$ cat config.mk
export PLATFORM = sky130hd
export DESIGN_NAME = axi_lite_slave_mem
export DESIGN_NICKNAME = d
export VERILOG_FILES = /design/src/rtl/axi_lite_pkg.sv /design/src/rtl/axi_lite_mem_array.sv /design/src/rtl/axi_lite_slave_mem.sv
export SDC_FILE = /design/constraint.sdc
export NUM_CORES = 1
export LEC_CHECK = 0
export ABC_AREA = 1
export CELL_PAD_IN_SITES_DETAIL_PLACEMENT = 1
export CELL_PAD_IN_SITES_GLOBAL_PLACEMENT = 2
export CORE_UTILIZATION = 25
export CTS_CLUSTER_DIAMETER = 100
export DETAILED_ROUTE_END_ITERATION = 8
export DONT_BUFFER_PORTS = 1
export PLACE_DENSITY_LB_ADDON = 0.1
export SLEW_MARGIN = 25
export SYNTH_ARGS = -nofsm -noshare
export SYNTH_HDL_FRONTEND = slang
export SYNTH_SLANG_ARGS = --single-unit
$ cat constraint.sdc
create_clock -name ACLK -period 60.9 [get_ports ACLK]
set_clock_uncertainty 0.15 [all_clocks]
set_input_delay 15.225 -clock ACLK [delete_from_list [all_inputs] [get_ports ACLK]]
set_output_delay 15.225 -clock ACLK [all_outputs]
set_load 0.02 [all_outputs]
$ cat src/rtl/axi_lite_pkg.sv
// ============================================================================
// Module : axi_lite_pkg
// Brief  : Response codes and FSM state encodings for the AXI-Lite memory slave
// Rev    : 1.0  initial release
// ============================================================================
`default_nettype none

package axi_lite_pkg;

    localparam logic [1:0] RESP_OKAY   = 2'b00;
    localparam logic [1:0] RESP_SLVERR = 2'b10;

    localparam logic [1:0] W_IDLE      = 2'd0;
    localparam logic [1:0] W_HAVE_ADDR = 2'd1;
    localparam logic [1:0] W_HAVE_DATA = 2'd2;
    localparam logic [1:0] W_RESP      = 2'd3;

    localparam logic [0:0] R_IDLE      = 1'b0;
    localparam logic [0:0] R_DATA      = 1'b1;

endpackage

`default_nettype wire

$ cat src/rtl/axi_lite_mem_array.sv
// ============================================================================
// Module : axi_lite_mem_array
// Brief  : Byte-enabled word storage, one write port, one registered read port
// Rev    : 1.0  initial release
// ============================================================================
`default_nettype none

module axi_lite_mem_array #(
    parameter int DATA_W = 32,
    parameter int DEPTH  = 16,
    parameter int IDX_W  = $clog2(DEPTH)
) (
    input  logic                clk,
    input  logic                rst,
    input  logic                i_wr_en,
    input  logic [IDX_W-1:0]    i_wr_idx,
    input  logic [DATA_W-1:0]   i_wr_data,
    input  logic [DATA_W/8-1:0] i_wr_strb,
    input  logic                i_rd_en,
    input  logic [IDX_W-1:0]    i_rd_idx,
    output logic [DATA_W-1:0]   o_rd_data
);

    logic [DATA_W-1:0] r_mem_q [DEPTH];
    logic [DATA_W-1:0] w_mem_d [DEPTH];
    logic [DATA_W-1:0] r_rd_data_q;
    logic [DATA_W-1:0] w_rd_data_d;
    logic [DATA_W-1:0] w_merged;

    for (genvar b = 0; b < DATA_W/8; b++) begin : g_lane
        assign w_merged[b*8 +: 8] = i_wr_strb[b] ? i_wr_data[b*8 +: 8]
                                                 : r_mem_q[i_wr_idx][b*8 +: 8];
    end

    always_comb begin
        w_mem_d = r_mem_q;
        if (i_wr_en) begin
            w_mem_d[i_wr_idx] = w_merged;
        end
    end

    // Read samples the pre-write contents when a write lands on the same edge.
    always_comb begin
        w_rd_data_d = r_rd_data_q;
        if (i_rd_en) begin
            w_rd_data_d = r_mem_q[i_rd_idx];
        end
    end

    always_ff @(posedge clk or posedge rst) begin
        if (rst) begin
            for (int i = 0; i < DEPTH; i++) begin
                r_mem_q[i] <= '0;
            end
            r_rd_data_q <= '0;
        end else begin
            r_mem_q     <= w_mem_d;
            r_rd_data_q <= w_rd_data_d;
        end
    end

    assign o_rd_data = r_rd_data_q;

endmodule

`default_nettype wire

$ cat src/rtl/axi_lite_slave_mem.sv
// ============================================================================
// Module : axi_lite_slave_mem
// Brief  : AXI4-Lite slave backed by a small byte-enabled register memory
// Rev    : 1.0  initial release
// ============================================================================
`default_nettype none

module axi_lite_slave_mem
    import axi_lite_pkg::*;
#(
    parameter int DATA_W = 32,
    parameter int ADDR_W = 32,
    parameter int DEPTH  = 16
) (
    input  logic                ACLK,
    input  logic                ARESET,
    input  logic [ADDR_W-1:0]   AWADDR,
    input  logic                AWVALID,
    output logic                AWREADY,
    input  logic [DATA_W-1:0]   WDATA,
    input  logic [DATA_W/8-1:0] WSTRB,
    input  logic                WVALID,
    output logic                WREADY,
    output logic [1:0]          BRESP,
    output logic                BVALID,
    input  logic                BREADY,
    input  logic [ADDR_W-1:0]   ARADDR,
    input  logic                ARVALID,
    output logic                ARREADY,
    output logic [DATA_W-1:0]   RDATA,
    output logic [1:0]          RRESP,
    output logic                RVALID,
    input  logic                RREADY
);

    localparam int STRB_W = DATA_W / 8;
    localparam int OFF_W  = $clog2(STRB_W);
    localparam int IDX_W  = $clog2(DEPTH);
    localparam int HI_LSB = OFF_W + IDX_W;

    logic [1:0]        r_wstate_q, w_wstate_d;
    logic [ADDR_W-1:0] r_awaddr_q, w_awaddr_d;
    logic [DATA_W-1:0] r_wdata_q,  w_wdata_d;
    logic [STRB_W-1:0] r_wstrb_q,  w_wstrb_d;
    logic              r_commit_q, w_commit_d;
    logic [0:0]        r_rstate_q, w_rstate_d;
    logic              r_rerr_q,   w_rerr_d;
    logic              r_rdy_q;

    logic              w_aw_hs, w_w_hs, w_ar_hs;
    logic              w_werr;
    logic [DATA_W-1:0] w_mem_rdata;
    logic              w_unused_ok;

    // Readies stay low until the first edge after reset release.
    assign AWREADY = r_rdy_q && (r_wstate_q == W_IDLE || r_wstate_q == W_HAVE_DATA);
    assign WREADY  = r_rdy_q && (r_wstate_q == W_IDLE || r_wstate_q == W_HAVE_ADDR);
    assign ARREADY = r_rdy_q && (r_rstate_q == R_IDLE);

    assign w_aw_hs = AWVALID && AWREADY;
    assign w_w_hs  = WVALID  && WREADY;
    assign w_ar_hs = ARVALID && ARREADY;

    assign w_werr  = |r_awaddr_q[ADDR_W-1:HI_LSB];
    assign BVALID  = (r_wstate_q == W_RESP);
    assign BRESP   = (BVALID && w_werr) ? RESP_SLVERR : RESP_OKAY;

    always_comb begin
        w_wstate_d = r_wstate_q;
        w_awaddr_d = w_aw_hs ? AWADDR : r_awaddr_q;
        w_wdata_d  = w_w_hs  ? WDATA  : r_wdata_q;
        w_wstrb_d  = w_w_hs  ? WSTRB  : r_wstrb_q;
        w_commit_d = 1'b0;
        case (r_wstate_q)
            W_IDLE: begin
                if (w_aw_hs && w_w_hs) begin
                    w_wstate_d = W_RESP;
                    w_commit_d = 1'b1;
                end else if (w_aw_hs) begin
                    w_wstate_d = W_HAVE_ADDR;
                end else if (w_w_hs) begin
                    w_wstate_d = W_HAVE_DATA;
                end
            end
            W_HAVE_ADDR: begin
                if (w_w_hs) begin
                    w_wstate_d = W_RESP;
                    w_commit_d = 1'b1;
                end
            end
            W_HAVE_DATA: begin
                if (w_aw_hs) begin
                    w_wstate_d = W_RESP;
                    w_commit_d = 1'b1;
                end
            end
            default: begin
                if (BREADY) begin
                    w_wstate_d = W_IDLE;
                end
            end
        endcase
    end

    always_comb begin
        w_rstate_d = r_rstate_q;
        w_rerr_d   = r_rerr_q;
        if (r_rstate_q == R_IDLE) begin
            if (w_ar_hs) begin
                w_rstate_d = R_DATA;
                w_rerr_d   = |ARADDR[ADDR_W-1:HI_LSB];
            end
        end else if (RREADY) begin
            w_rstate_d = R_IDLE;
        end
    end

    always_ff @(posedge ACLK or posedge ARESET) begin
        if (ARESET) begin
            r_wstate_q <= W_IDLE;
            r_awaddr_q <= '0;
            r_wdata_q  <= '0;
            r_wstrb_q  <= '0;
            r_commit_q <= 1'b0;
            r_rstate_q <= R_IDLE;
            r_rerr_q   <= 1'b0;
            r_rdy_q    <= 1'b0;
        end else begin
            r_wstate_q <= w_wstate_d;
            r_awaddr_q <= w_awaddr_d;
            r_wdata_q  <= w_wdata_d;
            r_wstrb_q  <= w_wstrb_d;
            r_commit_q <= w_commit_d;
            r_rstate_q <= w_rstate_d;
            r_rerr_q   <= w_rerr_d;
            r_rdy_q    <= 1'b1;
        end
    end

    axi_lite_mem_array #(
        .DATA_W (DATA_W),
        .DEPTH  (DEPTH),
        .IDX_W  (IDX_W)
    ) u_mem (
        .clk       (ACLK),
        .rst       (ARESET),
        .i_wr_en   (r_commit_q && !w_werr),
        .i_wr_idx  (r_awaddr_q[HI_LSB-1:OFF_W]),
        .i_wr_data (r_wdata_q),
        .i_wr_strb (r_wstrb_q),
        .i_rd_en   (w_ar_hs),
        .i_rd_idx  (ARADDR[HI_LSB-1:OFF_W]),
        .o_rd_data (w_mem_rdata)
    );

    assign RVALID = (r_rstate_q == R_DATA);
    assign RDATA  = r_rerr_q ? '0 : w_mem_rdata;
    assign RRESP  = r_rerr_q ? RESP_SLVERR : RESP_OKAY;

    // Byte-offset bits carry no meaning for word storage.
    assign w_unused_ok = ^{ARADDR[OFF_W-1:0], r_awaddr_q[OFF_W-1:0]};

endmodule

`default_nettype wire
==> results of run 1 <==
==> flip-flops by register name (all words and copies together), names as in the netlist <==
register         cells
RVALID               1
r_awaddr_q          30
r_commit_q           1
r_rdy_q              1
r_rerr_q             1
r_wdata_q           32
r_wstate_q           2
r_wstrb_q            4
u_mem.o_rd_data     32
u_mem.r_mem_q      512
==> cell families (layout without fill, tap and decap cells) <==
group	after synthesis	count (layout)	share of synthesized area
muxes	23	23	0.00739
buffers and inverters	489	324	0.0616
adders and majority gates	5	5	0.00179
DFF	616	616	0.440
other	2	4	0.000214
AOI/OAI and AO/OA	111	111	0.0160
and+or+nand+nor	4060	4060	0.473
==> worst max-delay path by stage <==
stage,startpoint,to,depth (start not counted)
after CTS,ARESET,r_wstrb_q[3],4
final,ARADDR[3],u_mem.o_rd_data[31],9
after global placement,ARESET,u_mem.r_mem_q[30],4
after global routing,ARESET,r_wstrb_q[3],4
after floorplan,ARESET,RVALID,1
after detailed placement,ARESET,r_wstrb_q[3],4
==> layer usage <==
metal | GRT usage | part of all wire | vias up
met5 | 0 | 0 | -
met4 | 0.0589 | 0.022 | 0
met3 | 0.0292 | 0.040 | 207
met2 | 0.431 | 0.47 | 786
met1 | 0.362 | 0.47 | 18100
li1 | - | - | 16300
==> placed cells by master, fill, tap and decap left out, types with 2 or more instances in the layout <==
cell type,synthesis,routed
inv_4,0,2
clkinv_8,0,2
nand2_1,2878,2867
buf_4,46,68
conb_1,2,3
buf_12,0,4
nor4_1,6,6
inv_2,7,9
inv_1,89,79
a21oi_1,40,40
nand2_2,24,35
bufinv_16,0,5
nand3_1,965,965
clkinv_2,0,19
o21ai_0,69,69
clkbuf_1,222,18
dfrtp_1,616,612
inv_8,0,2
dfrtp_4,0,3
mux2_2,23,23
clkbuf_16,0,86
ha_1,5,5
inv_6,0,6
nor2_4,0,20
nand4_1,3,3
buf_6,4,2
clkbuf_8,0,22
nor2_1,166,159
==> power by group <==
group          switching, mW  internal [mW]  total [mW]  leakage [nW]
Sequential            0.0166          0.436       0.453          8.43
Combinational          0.359         0.0539       0.413          10.5
Clock                  0.211          0.306       0.518          1.39
==> metrics by stage <==
step	std cells	util	setup WS, ns
floorplan	5307	-	28.28
global placement	6865	0.261	42.50
detailed placement	6866	0.261	42.42
CTS	7017	0.281	43.16
global route	7018	0.281	43.20
finish	7019	0.281	43.36
==> cell type report <==
type	instances	area share
clock buffers	126	0.0643
diodes	1	0.0000638
well taps	1876	0.0598
repair buffers	74	0.0156
clock inverters	25	0.00705
multi-input cells	4202	0.449
flip-flops and latches	616	0.393
inverters	99	0.0107
==> summary.txt, run 1 <==
Placement
  – DP Area: 0.0364 mm^2
  – # port buffers: 0
  – Dpl hpwl: 95300 um
  – Routability cong.: ~0.74

CTS
  – # clock sinks: 616
  – CTS Buf Count: 85
  – H-tree depth: 3
  – Clk slew on worst S/H paths: 0.05 ns
  – Postcts setup bufs: 0
  – Post-CTS Hold Buffers: 0
  – CTS Root Cell: clkbuf_16
  – Bufs on Longest Clock Path: 3
  – # resized after CTS: 0
  – Skew-Pair Late Insertion Delay: 0.70 ns
  – CTS tree: yes

Finish
  – Layout fillers: 17300
  – Design area: around 0.039 mm^2
  – Area of the multi-input gates: 0.0176 mm^2
  – Layout cells sized above 1: 0.0605
  – Area grow syn2layout: 11.9%
  – Fin nets: 5190
  – Seq. cell area: 0.0154 mm^2

Hold path
  – WHS Endpoint: r_awaddr_q[19]
  – Hold_sp: r_awaddr_q[19]
  – Hold Crit Class: reg2reg
  – Hold Path Cell Cnt: 1

Critical path
  – Critical path class: in2reg
  – Slowest CP cell: buf_4
  – Crit. End Element: register
  – WP data required: around 60 ns
  – Critical-path cell list: inv_6 -> buf_4 -> nand3_1 -> nand3_1 -> nand2_1 -> nand2_1 -> nand2_1 -> nand2_1 -> o21ai_0
  – Max stage delay on crit path: 0.93 ns
  – Startpoint types: primary input
  – Worst-path maximum fanout: 129
  – Reg-to-reg endpoint: u_mem.r_mem_q[304]
  – R2R Setup Slk: 56.38 ns
  – Worst reg2reg path startpoint: r_awaddr_q[2]
  – Worst path most repeated cell: nand2_1
  – CP Buf/Inv Count: 2
  – Worst r2r path cells: 9
  – Delay-heaviest family, CP: buffers and inverters
  – Crit path arrival time: 17.95 ns

STA
  – Crit path time final: 17.54 ns
  – Max Slew Vio Count: 0
  – Normalized max-slew margin: 0.264
  – RSZ-0062 raised after global routing: no
  – Setup violators final: 0
  – Least-Margin Pin Slew: 1.10 ns
  – Post-Route Setup TNS: 0 ns
  – WHS: 0.353 ns
  – Final hold violations: 0
  – Final period utilization: 0.288
  – Max Freq: 57.0 MHz

Power and ir drop
  – Pwr Total: 1.38 mW
  – Peak supply drop: 0.0000226 V
  – Static Leak: between 20 and 25 nW
  – Pwr dens: between 30 and 40 mW/mm^2

Logic synthesis
  – Syn Area/Cell: 6.60 um^2
  – Register bit total from synthesis: 616
  – Post-Syn Area: 0.0350 mm^2
  – Post-synth top cells: 2878 x nand2_1, 965 x nand3_1, 616 x dfrtp_1
  – Cell variety after synth: 28
  – Synth Instances: about 5300
  – Number of flops mapped to enable cells by yosys: 0
  – Most frequent cell after synthesis: nand2_1
  – Ys flop type: dfrtp_1
  – Top-area cell type share of the netlist area: 0.440
  – Asr flop ratio synth: 1.00
  – Register area share after synthesis: 0.440
  – Synth warnings: 0
  – Leading area contributor after synthesis: dfrtp_1
  – Top post-synthesis cells by area: dfrtp_1 44%, nand2_1 31%, nand3_1 14%

Global routing
  – Vias in the first global route: 36500
  – First-pass GRT wire length: 268000 um
  – Initial antenna violation count: 4
  – Largest net degree at the start of global routing: 258
  – GRT Resource Usage Total: 0.260
  – GRT overflow: 0

Floorplan
  – Initial Util: 0.251
  – Die Span X: 376 um
  – Die footprint: 0.142 mm^2
  – IO Count: 148
  – Core Box Area: 0.139 mm^2
  – Rows: 137
  – Die height: 376 um

Detailed routing
  – Drt via density: ~5.0
  – Final wirelength: 185000 um
  – Pre-antenna DRT Iters: 7
  – Detailed-route wire length per cell: roughly 26 um
  – DRC Markers: 4
  – Vias post-DR: around 35000
  – Drt initial violations: 2637
  – Antenna Nets Post-Route: 0

Status
  – Failing checks: DRC
  – Status: finished, violations left

Run
  – Number of max-cap violations: 0
Note: power is estimated with default switching activity, not from simulation.
==> run 2: changes to the inputs <==
==> constraint.sdc (replaced) <==
create_clock -name ACLK -period 15.08 [get_ports ACLK]
set_clock_uncertainty 0.15 [all_clocks]
set_input_delay 3.77 -clock ACLK [delete_from_list [all_inputs] [get_ports ACLK]]
set_output_delay 3.77 -clock ACLK [all_outputs]
set_load 0.02 [all_outputs]
==> summary.txt, run 2 (synthesis gave the netlist of run 1 again) <==
Global routing
  – Initial antenna violation count: 3
  – GRT Resource Usage Total: 0.264
  – Largest net degree at the start of global routing: 258
  – Vias in the first global route: approximately 36000
  – GRT overflow: 0
  – First-pass GRT wire length: ~270000 um

Power and ir drop
  – Peak supply drop: ~0.00013 V
  – Pwr dens: 141 mW/mm^2
  – Static Leak: 20.3 nW

Critical path
  – Worst-path maximum fanout: 4
  – Critical path class: reg2out
  – WP data required: 11.16 ns
  – Crit path arrival time: between 2 and 2.5 ns
  – Startpoint types: register
  – Crit. End Element: primary output

Finish
  – Layout fillers: 17200
  – Largest register FFs: 512
  – Fin nets: between 5000 and 6000
  – Most frequent cells in the layout: 2867 x nand2_1, 965 x nand3_1, 612 x dfrtp_1, 159 x nor2_1, 86 x clkbuf_16
  – Largest reg by FF count: u_mem.r_mem_q
  – Area of the multi-input gates: 0.0176 mm^2
  – Commonest non-fill, non-tap cell in the layout: nand2_1
  – Design area: 0.0391 mm^2
  – Area grow syn2layout: 11.5%
  – Layout cells sized above 1: 0.0584
  – Ant diodes: 0
  – Seq. cell area: 0.0154 mm^2

Status
  – Status: finished, final reports clean

Floorplan
  – Die footprint: 0.142 mm^2
  – Die height: 376 um
  – Rows: approximately 140
  – Core Box Area: 0.139 mm^2
  – IO Count: approximately 150
  – Die Span X: 376 um
  – Initial Util: 0.251

STA
  – Final hold violations: 0
  – Setup WS post-layout: 8.92 ns
  – Normalized max-slew margin: 0.316
  – Post-Route Setup TNS: 0 ns
  – Final period utilization: 0.409
  – WHS: 0.326 ns
  – Least-Margin Pin Slew: slightly above 1 ns
  – Crit path time final: 6.16 ns
  – Max Slew Vio Count: 0
  – RSZ-0062 raised after global routing: no
  – Setup violators final: 0
  – Max Freq: 162 MHz

CTS
  – CTS Root Cell: clkbuf_16
  – Skew-Pair Late Insertion Delay: 0.71 ns
  – # resized after CTS: 0
  – H-tree depth: 3
  – Clk slew on worst S/H paths: 0.06 ns
  – Bufs on Longest Clock Path: 3
  – # clock sinks: 616
  – CTS Buf Count: 85
  – Post-CTS Hold Buffers: 0
  – Postcts setup bufs: 0
  – CTS tree: yes

Detailed routing
  – Met3 routed WL: 8500 um
  – Routed wire length on met2: 85800 um
  – Max layer used: met4
  – Vias post-DR: 35300
  – Antenna Nets Post-Route: 0
  – Detailed-route wire length per cell: 26.7 um
  – Drt via density: 5.03
  – Met1 wire length: 87300 um
  – Pre-antenna DRT Iters: 5
  – Drt initial violations: ~2800
  – DRC Markers: 0
  – Final wirelength: 187000 um

Run
  – Number of max-cap violations: 0

Placement
  – Routability cong.: between 0.7 and 0.8
  – Setup WS pre-CTS: 8.24 ns
  – DP Area: 0.0364 mm^2
  – # port buffers: 0
  – Dpl hpwl: 93800 um

Hold path
  – Hold Crit Class: reg2reg
-- run 2: report_power, final --
part / switching [mW] / internal (mW) / leakage, nW
registers: 0.0897 / 1.76 / 8.43
logic: 1.44 / 0.216 / 10.5
clock network: 0.844 / 1.15 / 1.31
-- run 2: final timing paths --
check | endpoint | startpoint | cells after the start | slack (ns)
min in group asynchronous | r_wdata_q[27] | ARESET | 1 | 2.80
max reg2reg | u_mem.r_mem_q[269] | r_awaddr_q[2] | 13 | 10.46
min | r_wstrb_q[2] | r_wstrb_q[2] | 2 | 0.33
min reg2reg | r_wstrb_q[2] | r_wstrb_q[2] | 2 | 0.33
max | BRESP[1] | r_wstate_q[1] | 2 | 8.92
max in group asynchronous | u_mem.r_mem_q[206] | ARESET | 4 | 9.50
-- run 2: layout make-up --
cell class	count	share of cell area
Clock buffer	127	0.0639
Clock inverter	19	0.00384
Inverter	99	0.0106
Multi-Input combinational cell	4202	0.451
Sequential cell	616	0.395
Tap cell	1876	0.0601
Timing Repair Buffer	71	0.0158
-- run 2: worst max-delay path, stage by stage (launching register included) --
cell and delay (ns):
dfrtp_1 0.41, ha_1 0.36, a21boi_0 0.78
-- run 2: routing by layer --
metal  vias up  global-route usage
met5         -                   0
met1     17900               0.362
met3       234              0.0343
met4         0              0.0782
li1      16300                   -
met2       886               0.430
-- run 2: stage by stage --
stage / cells / power [mW] / util
after detailed placement: 6862 / 3.55 / 0.261
after floorplan: 5307 / 2.80 / -
final: 7010 / 5.51 / 0.280
after global placement: 6862 / 3.55 / 0.261
after global routing: 7010 / 5.71 / 0.280
after CTS: 7008 / 5.58 / 0.280
